File: src/rtl/mc_pkg.sv
// Shared encodings for the multicycle main FSM: state enum and datapath select constants.
package mc_pkg;

    typedef enum logic [3:0] {
        StFetch    = 4'd0,
        StDecode   = 4'd1,
        StMemAdr   = 4'd2,
        StMemRead  = 4'd3,
        StMemWb    = 4'd4,
        StMemWrite = 4'd5,
        StExecR    = 4'd6,
        StExecI    = 4'd7,
        StAluWb    = 4'd8,
        StBranch   = 4'd9
    } mc_state_t;

    localparam logic [1:0] SRCA_REG    = 2'b00;
    localparam logic [1:0] SRCA_PC     = 2'b01;
    localparam logic [1:0] SRCA_ALUOUT = 2'b10;

    localparam logic [1:0] SRCB_REG  = 2'b00;
    localparam logic [1:0] SRCB_IMM  = 2'b01;
    localparam logic [1:0] SRCB_FOUR = 2'b10;

    localparam logic [1:0] RES_ALUOUT = 2'b00;
    localparam logic [1:0] RES_RDATA  = 2'b01;
    localparam logic [1:0] RES_ALU    = 2'b10;

    localparam logic ADR_PC  = 1'b0;
    localparam logic ADR_ALU = 1'b1;

endpackage

File: src/rtl/mc_ctrl_decode.sv
// Combinational lookup from the registered FSM state to the Moore control word.
module mc_ctrl_decode
    import mc_pkg::*;
(
    input  logic [3:0] state_i,
    output logic       fetch_o,
    output logic       adr_src_o,
    output logic [1:0] alu_src_a_o,
    output logic [1:0] alu_src_b_o,
    output logic [1:0] result_src_o,
    output logic       alu_op_o,
    output logic       reg_w_o,
    output logic       mem_w_o,
    output logic       branch_o
);

    always_comb begin
        fetch_o      = 1'b0;
        adr_src_o    = ADR_PC;
        alu_src_a_o  = SRCA_REG;
        alu_src_b_o  = SRCB_REG;
        result_src_o = RES_ALUOUT;
        alu_op_o     = 1'b0;
        reg_w_o      = 1'b0;
        mem_w_o      = 1'b0;
        branch_o     = 1'b0;
        case (mc_state_t'(state_i))
            StFetch: begin
                fetch_o      = 1'b1;
                alu_src_a_o  = SRCA_PC;
                alu_src_b_o  = SRCB_FOUR;
                result_src_o = RES_ALU;
            end
            // PC+8 is formed here for use as R15 by the instruction
            StDecode: begin
                alu_src_a_o  = SRCA_PC;
                alu_src_b_o  = SRCB_FOUR;
                result_src_o = RES_ALU;
            end
            StMemAdr: begin
                alu_src_b_o = SRCB_IMM;
            end
            StMemRead: begin
                adr_src_o = ADR_ALU;
            end
            StMemWb: begin
                result_src_o = RES_RDATA;
                reg_w_o      = 1'b1;
            end
            StMemWrite: begin
                adr_src_o = ADR_ALU;
                mem_w_o   = 1'b1;
            end
            StExecR: begin
                alu_op_o = 1'b1;
            end
            StExecI: begin
                alu_src_b_o = SRCB_IMM;
                alu_op_o    = 1'b1;
            end
            // ALU function held through writeback so flags/result stay consistent
            StAluWb: begin
                result_src_o = RES_ALUOUT;
                alu_op_o     = 1'b1;
                reg_w_o      = 1'b1;
            end
            StBranch: begin
                alu_src_a_o  = SRCA_ALUOUT;
                alu_src_b_o  = SRCB_IMM;
                result_src_o = RES_ALU;
                branch_o     = 1'b1;
            end
            default: ;
        endcase
    end

endmodule

File: src/rtl/mc_main_fsm.sv
// Main sequencing FSM for the multicycle datapath; MC_MEM_WAIT_EN enables mem_ready wait states,
// otherwise memory is treated as single-cycle and mem_ready is ignored.
module mc_main_fsm
    import mc_pkg::*;
(
    input  logic       clk,
    input  logic       reset,
    input  logic [1:0] Op,
    input  logic [5:0] Funct,
    input  logic       mem_ready,
    output logic       IRWrite,
    output logic       NextPC,
    output logic       AdrSrc,
    output logic [1:0] ALUSrcA,
    output logic [1:0] ALUSrcB,
    output logic [1:0] ResultSrc,
    output logic       ALUOp,
    output logic       RegW,
    output logic       MemW,
    output logic       Branch,
    output logic       undef,
    output logic [3:0] state
);

    mc_state_t state_q, state_d;
    logic      mem_ok;
    logic      fetch;

`ifdef MC_MEM_WAIT_EN
    assign mem_ok = mem_ready;
`else
    logic unused_mem_ready;
    assign unused_mem_ready = mem_ready;
    assign mem_ok           = 1'b1;
`endif

    always_comb begin
        state_d = state_q;
        case (state_q)
            StFetch:    state_d = mem_ok ? StDecode : StFetch;
            StDecode: begin
                unique case (Op)
                    2'b00:   state_d = Funct[5] ? StExecI : StExecR;
                    2'b01:   state_d = StMemAdr;
                    2'b10:   state_d = StBranch;
                    default: state_d = StFetch;
                endcase
            end
            StMemAdr:   state_d = Funct[0] ? StMemRead : StMemWrite;
            StMemRead:  state_d = mem_ok ? StMemWb : StMemRead;
            StMemWb:    state_d = StFetch;
            StMemWrite: state_d = mem_ok ? StFetch : StMemWrite;
            StExecR:    state_d = StAluWb;
            StExecI:    state_d = StAluWb;
            StAluWb:    state_d = StFetch;
            StBranch:   state_d = StFetch;
            default:    state_d = StFetch;
        endcase
    end

    always_ff @(posedge clk or negedge reset) begin
        if (!reset) begin
            state_q <= StFetch;
        end else begin
            state_q <= state_d;
        end
    end

    mc_ctrl_decode u_ctrl_decode (
        .state_i      (state_q),
        .fetch_o      (fetch),
        .adr_src_o    (AdrSrc),
        .alu_src_a_o  (ALUSrcA),
        .alu_src_b_o  (ALUSrcB),
        .result_src_o (ResultSrc),
        .alu_op_o     (ALUOp),
        .reg_w_o      (RegW),
        .mem_w_o      (MemW),
        .branch_o     (Branch)
    );

    // Gated by reset so no instruction latch or PC write can slip through while held in reset
    assign IRWrite = fetch & mem_ok & reset;
    assign NextPC  = fetch & mem_ok & reset;
    assign undef   = (state_q == StDecode) && (Op == 2'b11);
    assign state   = state_q;

endmodule

File: config.mk
export PLATFORM = sky130hd
export DESIGN_NAME = mc_main_fsm
export DESIGN_NICKNAME = d
export VERILOG_FILES = /design/src/rtl/mc_pkg.sv /design/src/rtl/mc_ctrl_decode.sv /design/src/rtl/mc_main_fsm.sv
export SDC_FILE = /design/constraint.sdc
export NUM_CORES = 1
export LEC_CHECK = 0
export CAP_MARGIN = 10
export CORE_AREA = 2 2 41 43
export DETAILED_ROUTE_END_ITERATION = 12
export DIE_AREA = 0 0 43 45
export GPL_ROUTABILITY_DRIVEN = 0
export MAX_ROUTING_LAYER = met4
export PLACE_DENSITY = 0.68
export SLEW_MARGIN = 20
export SYNTH_ARGS = -nofsm -noshare
export SYNTH_HDL_FRONTEND = slang
export SYNTH_HIERARCHICAL = 1
export SYNTH_SLANG_ARGS = --single-unit
File: constraint.sdc
create_clock -name clk -period 1.4 [get_ports clk]
set_clock_uncertainty 0.15 [all_clocks]
set_input_delay 0.28 -clock clk [delete_from_list [all_inputs] [get_ports clk]]
set_output_delay 0.28 -clock clk [all_outputs]
set_load 0.005 [all_outputs]
### Word level (Yosys, flattened, before mapping)

Cells that the tools add are included.

* multiplexer cells: 13
* bitwise logic cells: 1
* eq/ne operators: 12
* reduce and logical (&&, ||, !) cells: 10

Operators with widths (number)
* case mux 4 bit (5 select lines): 1
* equality test 4 x 3 -> 1 bit (second input constant): 4
* case mux 2 bit (2 select lines): 3
* case mux 4 bit (3 select lines): 1
* OR reduction 3 bit: 3
* equality test 4 x 2 -> 1 bit (second input constant): 2
* equality test 4 bit (second input constant): 2
* OR reduction 2 bit: 4
* 2-to-1 mux 1 bit: 7
* equality test 2 bit (second input constant): 2
* equality test 4 x 1 -> 1 bit (second input constant): 1
* zero test 4 bit: 1
* 2-to-1 mux 3 bit: 1
* equality test 2 x 1 -> 1 bit (second input constant): 1
* zero test 2 bit: 1
* bitwise AND 1 bit: 1
* logical AND 1 bit: 1

* input port bits: 11
* word-level logic and storage cells: 37
* register bits: 4

### Logic depth before layout (Yosys ltp)

Gate-level depths: netlist of the first run.

* depth in word-level cells: 3
* mapped depth: 4

### Hierarchy

Netlist of the first run, hierarchy kept.

Modules (own cells, without submodules)
* mc_main_fsm: instances 1, area each 227.7 µm², cells an instance 22
* mc_ctrl_decode: instances 1, area each 172.7 µm², cells an instance 23

### Worst setup path after synthesis of the first run

Ideal clock, no wire load.

* path type: register to output
* from: reg state_q[2], in the netlist state[2]
* to: out NextPC
* arrival: 1.133 ns
* cell stages (with the launch flop): 5
* path slack: -0.163 ns
* required time: 0.970 ns
* cells stage by stage: dfrtp_1 > buf_6 > nor4_1 > and2_1 > buf_4

* word-level cells in the longest chain between the ends: 3

Ends and longest elaborated chain
* start: declaration: line mc_main_fsm.sv:25 `mc_state_t state_q, state_d;`
* start signal: assignment: line mc_main_fsm.sv:63 `state_q <= StFetch;`
* start signal: assignment: line mc_main_fsm.sv:65 `state_q <= state_d;`
* zero test 4 bit: line mc_ctrl_decode.sv:27 `case (mc_state_t'(state_i))`
* 2-to-1 mux 1 bit: line mc_ctrl_decode.sv:27
* via fetch: line mc_main_fsm.sv:27 `logic fetch;`
* bitwise AND 1 bit
* end: declaration: line mc_main_fsm.sv:12 `output logic NextPC,`

The timed path passes the listed nets, and every way through them passes these cells.

### Final worst setup path of the first run

* from: reg state_q[0], in the netlist state[0]
* to: out ALUSrcB[0]

* word-level cells in the longest chain between the ends: 3

Ends and longest elaborated chain
* equality test 4 x 2 -> 1 bit, or another cell as far along: line mc_ctrl_decode.sv:27
* OR reduction 3 bit (no line) or OR reduction 2 bit (tied branches)
* case mux 2 bit (2 select lines) (*): line mc_ctrl_decode.sv:27
* end: declaration: line mc_main_fsm.sv:15 `output logic [1:0] ALUSrcB,`

Every way passes the cells marked *; elsewhere a longest branch is shown, timed or not.

==> results of run 1 <==
how the worst max path moves through the flow:
stage | from | to | slack [ns] | cells after the start
2_1_floorplan | state[3] | NextPC | -0.13 | 4
3_3_place_gp | Op[1] | undef | -0.54 | 4
3_5_place_dp | Op[1] | undef | -0.55 | 4
4_1_cts | state[0] | ALUSrcB[0] | -0.41 | 4
5_1_grt | state[0] | ALUSrcB[0] | -0.44 | 4
6_report | state[0] | ALUSrcB[0] | -0.42 | 4
power by group:
| part | internal (mW) | total, mW | switching (mW) |
|---|---|---|---|
| combinational | 1.23 | 2.02 | 0.795 |
| clock | 0.0966 | 0.154 | 0.0575 |
| sequential | 0.174 | 0.256 | 0.0824 |
| total | 1.50 | 2.43 | 0.935 |
cell usage in the layout, fill, tap and decap left out, drive strengths merged:
cell type	instances
buf	48
nor3	9
clkdlybuf4s50	5
dfrtp	4
clkbuf	3
nand2b	3
nor2	2
nand4b	2
nor4b	2
a21oi	2
a211oi	2
xnor2	2
nand2	1
mux2	1
o21ai	1
nor3b	1
and2	1
clkdlybuf4s15	1
dlygate4sd2	1
nor4	1
and4bb	1
inv	1
nor2b	1
a311o	1
a21o	1
stage by stage:
stage | total power, mW | instance area, sq um
CTS | 1.904 | 894.6
detailed placement | 1.399 | 703.2
floorplan | 0.8123 | 414.1
global placement | 1.383 | 703.2
finish | 2.432 | 1062
global route | 2.565 | 1062
repair_timing:
item | in CTS | in global routing
pin swaps | 7 | 12
endpoints found under the hold margin | 0 | 0
buffers inserted | 14 | 8
resized for setup | 93 | 29
setup endpoints to repair | 18 | 20
layout make-up:
type                            count  area (sq um)
Timing Repair Buffer               55         515.5
Fill cell                         106         409.1
Multi-Input combinational cell     34         395.4
Sequential cell                     4         105.1
Clock buffer                        3         22.52
Tap cell                           16         20.02
Inverter                            1         3.754
worst max-delay path: cells and delay by family (launching register included):
kind	cells	cell delay [ns]
flip-flops	1	0.43
buffers and inverters	2	0.26
AO/OA/AOI/OAI	1	0.26
AND/OR/NAND/NOR	1	0.20
logic make-up (layout without fill, tap and decap cells):
group                     count (synthesis)  count (layout)
and+or+nand+nor                          24              24
muxes                                     1               1
buffers and inverters                     7              59
AOI/OAI and AO/OA                         7               7
xor gates and xnor gates                  2               2
DFF                                       4               4
layer usage:
| metal | vias up | routed length [um] | part of all wire [%] | GRT usage, % |
|---|---|---|---|---|
| met3 | 4 | 91 | 5.3 | 2.800 |
| met4 | 0 | 24 | 1.4 | 9.091 |
| li1 | 268 | - | - | - |
| met2 | 26 | 900 | 53 | 34.85 |
| met5 | - | 0 | 0 | - |
| met1 | 276 | 688 | 40 | 19.46 |
==> flow_summary.toml, run 1 <==
[synthesis]
ys_warn_count = 6
yosysSeqAreaShare_pct = 25.00
synth_area_leader_cell = "dfrtp_1"
synth_async_sr_flop_share_pct = 100.0
synth_common_cells = "nor3_1, dfrtp_1, buf_4"
synth_top_family_by_area = "simple AND/OR/NAND/NOR gates"
synth_nets = 56
ys_top_cells_by_area = "dfrtp_1, nor3_1, buf_4"
synth_top_area_share_pct = 25.00
synth_xor_area_share_pct = 4.375
dominantRegCellSynth = "dfrtp_1"
synthAdderAreaFrac_pct = 0
synth.cell_area_sq_um = 400.4
yosysMostFrequentCell = "nor3_1"
synth-edff-count = 0
synth_cell_types = 25
muxShareOfSynthArea_pct = 3.750
synth_simple_gate_area_share_pct = 41.25
ys_ff_latch = 4
syn_inst = 45
synth_area_per_cell_sq_um = 8.897
synth_compound_area_share_pct = 12.19

[pwr]
power-per-cell-area_nw_per_um2 = 2289
vdd_drop_max_uv = 1153
power_leakage_nw = 0.4782

[sta]
fin_setup_tns_ns = -5.572
slew_headroom_pct = 87.18
setup_ws_ns = -0.4193
setup_viol = 19
whs_ns = 0.1787
fin_crit_ns = 1.819
hold_viol = 0
rsz0062_at_grt = "yes"
tightest_slew_ns = 0.1914
max_freq_mhz = 549.7
slew_viol_final = 0
finalCritPeriodShare_pct = 129.9

[route]
routed_wl_um = 1705
ant_nets = 0
drt_iter0_markers = 4
drt_pass1_iterations = 4
wl_per_cell_um = 15.09
drcViolationCount = 0
via_count = 574
via_per_inst = 5.080

[clock_network]
insertion_delay_ns = 0.24
ctsHoldBuffers = 0
ctsLongestPathBuffers = 2
clock-sinks = 4
cts_buffers = 3
cts_tree = "built"
h-tree-depth = 1
root_buffer = "clkbuf_4"
clk_pin_slew_worst_paths_ns = 0.04

[placed_design]
dp.cells = 91
dp_hpwl_um = 827.9
pre_cts_ws_ns = -0.5495
portBuffers = 23

[worst_hold_path]
hold_class = "in2async"

[worst_setup_path]
r2r-start = "state[0]"
timing.rr.end = "state[1]"
reg2reg_depth = 5
slowest_stage = "dfrtp_2"
end_kind = "primary output"
path_cells = "buf_6 > and4bb_4 > a311o_1 > buf_2"
r2r_setup_slack_ns = -0.13
cp_data_arrival_time_ns = 1.39
path_max_fanout = 4
start_kind = "flip-flop"
path_class = "reg2out"
cpPeakStageDelay_ns = 0.43
required_ns = 0.97

[run]
maxCapViolations = 0

[final_layout]
nets = 110
largest_reg_flops = 4
n_antenna_cell = 0
synthToLayoutAreaGrowth_pct = 165.3
stdcell_count = 113
final_core_util_pct = 72.19
drive_gt1_share_pct = 78.35

[die]
core_area_sq_um = 1471
die_w_um = 43
initial_core_util_pct = 27.21
ioPinCount = 29
num_rows = 14
die_h_um = 45
die_area_sq_um = 1935

[grt]
antenna_found_initial = 0
grt_pass1_vias = 584
grt_pass1_wl_um = 2601
grtUsageTotal_pct = 18.77
grt_start_max_net_pins = 8
grt-ovfl-total = 0

[run_status]
violations = "setup timing"
outcome = "finished with violations"
(Power assumes the default switching activity.)
==> run 2: changes to the inputs <==
- SKIP_CTS_REPAIR_TIMING: default -> 1
==> run 2 against run 1 <==
Effect of this change: the flow still finishes with violations (setup timing); via count is 9.4% lower; global-route usage is 5.5 points lower; clock power hardly changed; die area stayed put; register-to-register slack worse by 0.04 ns; cell area is 15% lower; combinational power is 24% lower; clock-buffer cell count stayed put.
==> flow_summary.toml, run 2 (synthesis results as in run 1) <==
[sta]
finalCritPeriodShare_pct = 130.1
max_freq_mhz = 548.9
fin_crit_ns = 1.822
slew_headroom_pct = 86.67
hold_viol = 0
tightest_slew_ns = 0.1995
fin_setup_tns_ns = -4.605
rsz0062_at_grt = "yes"
slew_viol_final = 0
setup_ws_ns = -0.4219
setup_viol = 20

[clock_network]
clk_pin_slew_worst_paths_ns = 0.04
ctsLongestPathBuffers = 2
insertion_delay_ns = 0.25
cts_tree = "built"
cts_buffers = 3
clock-sinks = 4
root_buffer = "clkbuf_4"
h-tree-depth = 1

[final_layout]
regArea_sq_um = 105.1
multi_input_area_sq_um = 339.1
final_common_cell = "buf_4"
largest_reg_flops = 4
synthToLayoutAreaGrowth_pct = 124.4
final_core_util_pct = 61.05
fillerInstances = 132
nets = 103
drive_gt1_share_pct = 72.22
n_antenna_cell = 0
final_cell_mix = "buf_4, buf_6, buf_2, nor3_2, clkdlybuf4s50_1"

[worst_setup_path]
path_class = "reg2out"
r2r_setup_slack_ns = -0.17
cp_data_arrival_time_ns = 1.39
cpPeakStageDelay_ns = 0.43
path_cells = "buf_6 > and4bb_4 > a311o_1 > buf_2"
slowest_stage = "dfrtp_2"
reg2reg_depth = 6
timing.rr.end = "state[1]"
path_max_fanout = 4
required_ns = 0.97
start_kind = "flip-flop"
r2r-start = "state[0]"
end_kind = "primary output"

[pwr]
power-per-cell-area_nw_per_um2 = 2181
power_leakage_nw = 0.4483
p_clk_share_pct = 8.0
switching_share_pct = 38.32
comb_power_share_pct = 78.6
seqPwrFrac_pct = 13.4
p_total_mw = 1.959
vdd_drop_max_uv = 929.6
p_int_mw = 1.209
p_switching_mw = 0.7509

[route]
ant_nets = 0
wl_met3_um = 75
wl_met1_um = 553
drcViolationCount = 0
via_per_inst = 4.906
route.met2.wl_um = 777
drt_iter0_markers = 3
routed_wl_um = 1437
highest-signal-layer = "met4"
via_count = 520
wl_per_cell_um = 13.56
drt_pass1_iterations = 3

[die]
num_rows = 14
initial_core_util_pct = 27.21
die_area_sq_um = 1935
ioPinCount = 29
die_h_um = 45
die_w_um = 43
core_area_sq_um = 1471

[grt]
grt_start_max_net_pins = 9
grt-ovfl-total = 0
grt_pass1_vias = 438
antenna_found_initial = 0
grtUsageTotal_pct = 13.29
grt_pass1_wl_um = 1842

[run_status]
violations = "setup timing"
outcome = "finished with violations"

[worst_hold_path]
hold_class = "in2async"

[run]
maxCapViolations = 0

[placed_design]
portBuffers = 23
dp_hpwl_um = 827.9
pre_cts_ws_ns = -0.5495
-- run 2: cell count changes in the layout (fill, tap and decap cells not counted), moves of 3 or more --
cell            previous run  this run
buf_12                     3         0
buf_2                     12         7
buf_4                     13        16
buf_6                     19        12
clkbuf_2                   0         4
dlymetal6s2s_1             0         3
nor3_4                     3         0
-- run 2: stage by stage --
stage	instances	instance area (sq um)	hold WS (ns)
detailed placement	91	703.2	0.4204
global placement	91	703.2	0.4381
floorplan	45	414.1	-0.1656
finish	106	898.4	0.1653
global route	106	898.4	0.1803
CTS	94	725.7	0.1706
-- run 2: final cells by class --
| class | instances | share of cell area, % |
|---|---|---|
| clock buffer | 3 | 2.507 |
| inverter | 1 | 0.4178 |
| multi-input combinational | 34 | 37.74 |
| sequential | 4 | 11.70 |
| tap | 16 | 2.228 |
| timing repair buffer | 48 | 45.40 |
-- run 2: critical path: cells and delay by family, from the launching register on --
kind	cells	cell delay (ns)
buffers and inverters	2	0.26
AO/OA/AOI/OAI	1	0.26
AND/OR/NAND/NOR	1	0.19
flip-flops	1	0.43
-- run 2: power groups by stage --
stage                     combinational [mW]  clock, mW  sequential, mW
after CTS                               1.14      0.148           0.264
final                                   1.54      0.157           0.262
after detailed placement                1.13          0           0.265
after global placement                  1.12          0           0.265
after floorplan                        0.538          0           0.274
after global routing                    1.65      0.163           0.276
-- run 2: worst max-delay path by stage --
stage                      end     start  slack [ns]
floorplan               NextPC  state[3]       -0.13
global placement         undef     Op[1]       -0.54
detailed placement       undef     Op[1]       -0.55
CTS                       MemW  state[3]       -0.70
global route        ALUSrcB[0]  state[3]       -0.46
finish              ALUSrcB[0]  state[3]       -0.42
-- run 2: routing by layer --
layer  track usage, %  vias to the layer above
li1                 -                      252
met1            14.29                      244
met2            22.12                       20
met3            2.800                        4
met4            9.091                        0
met5                -                        -
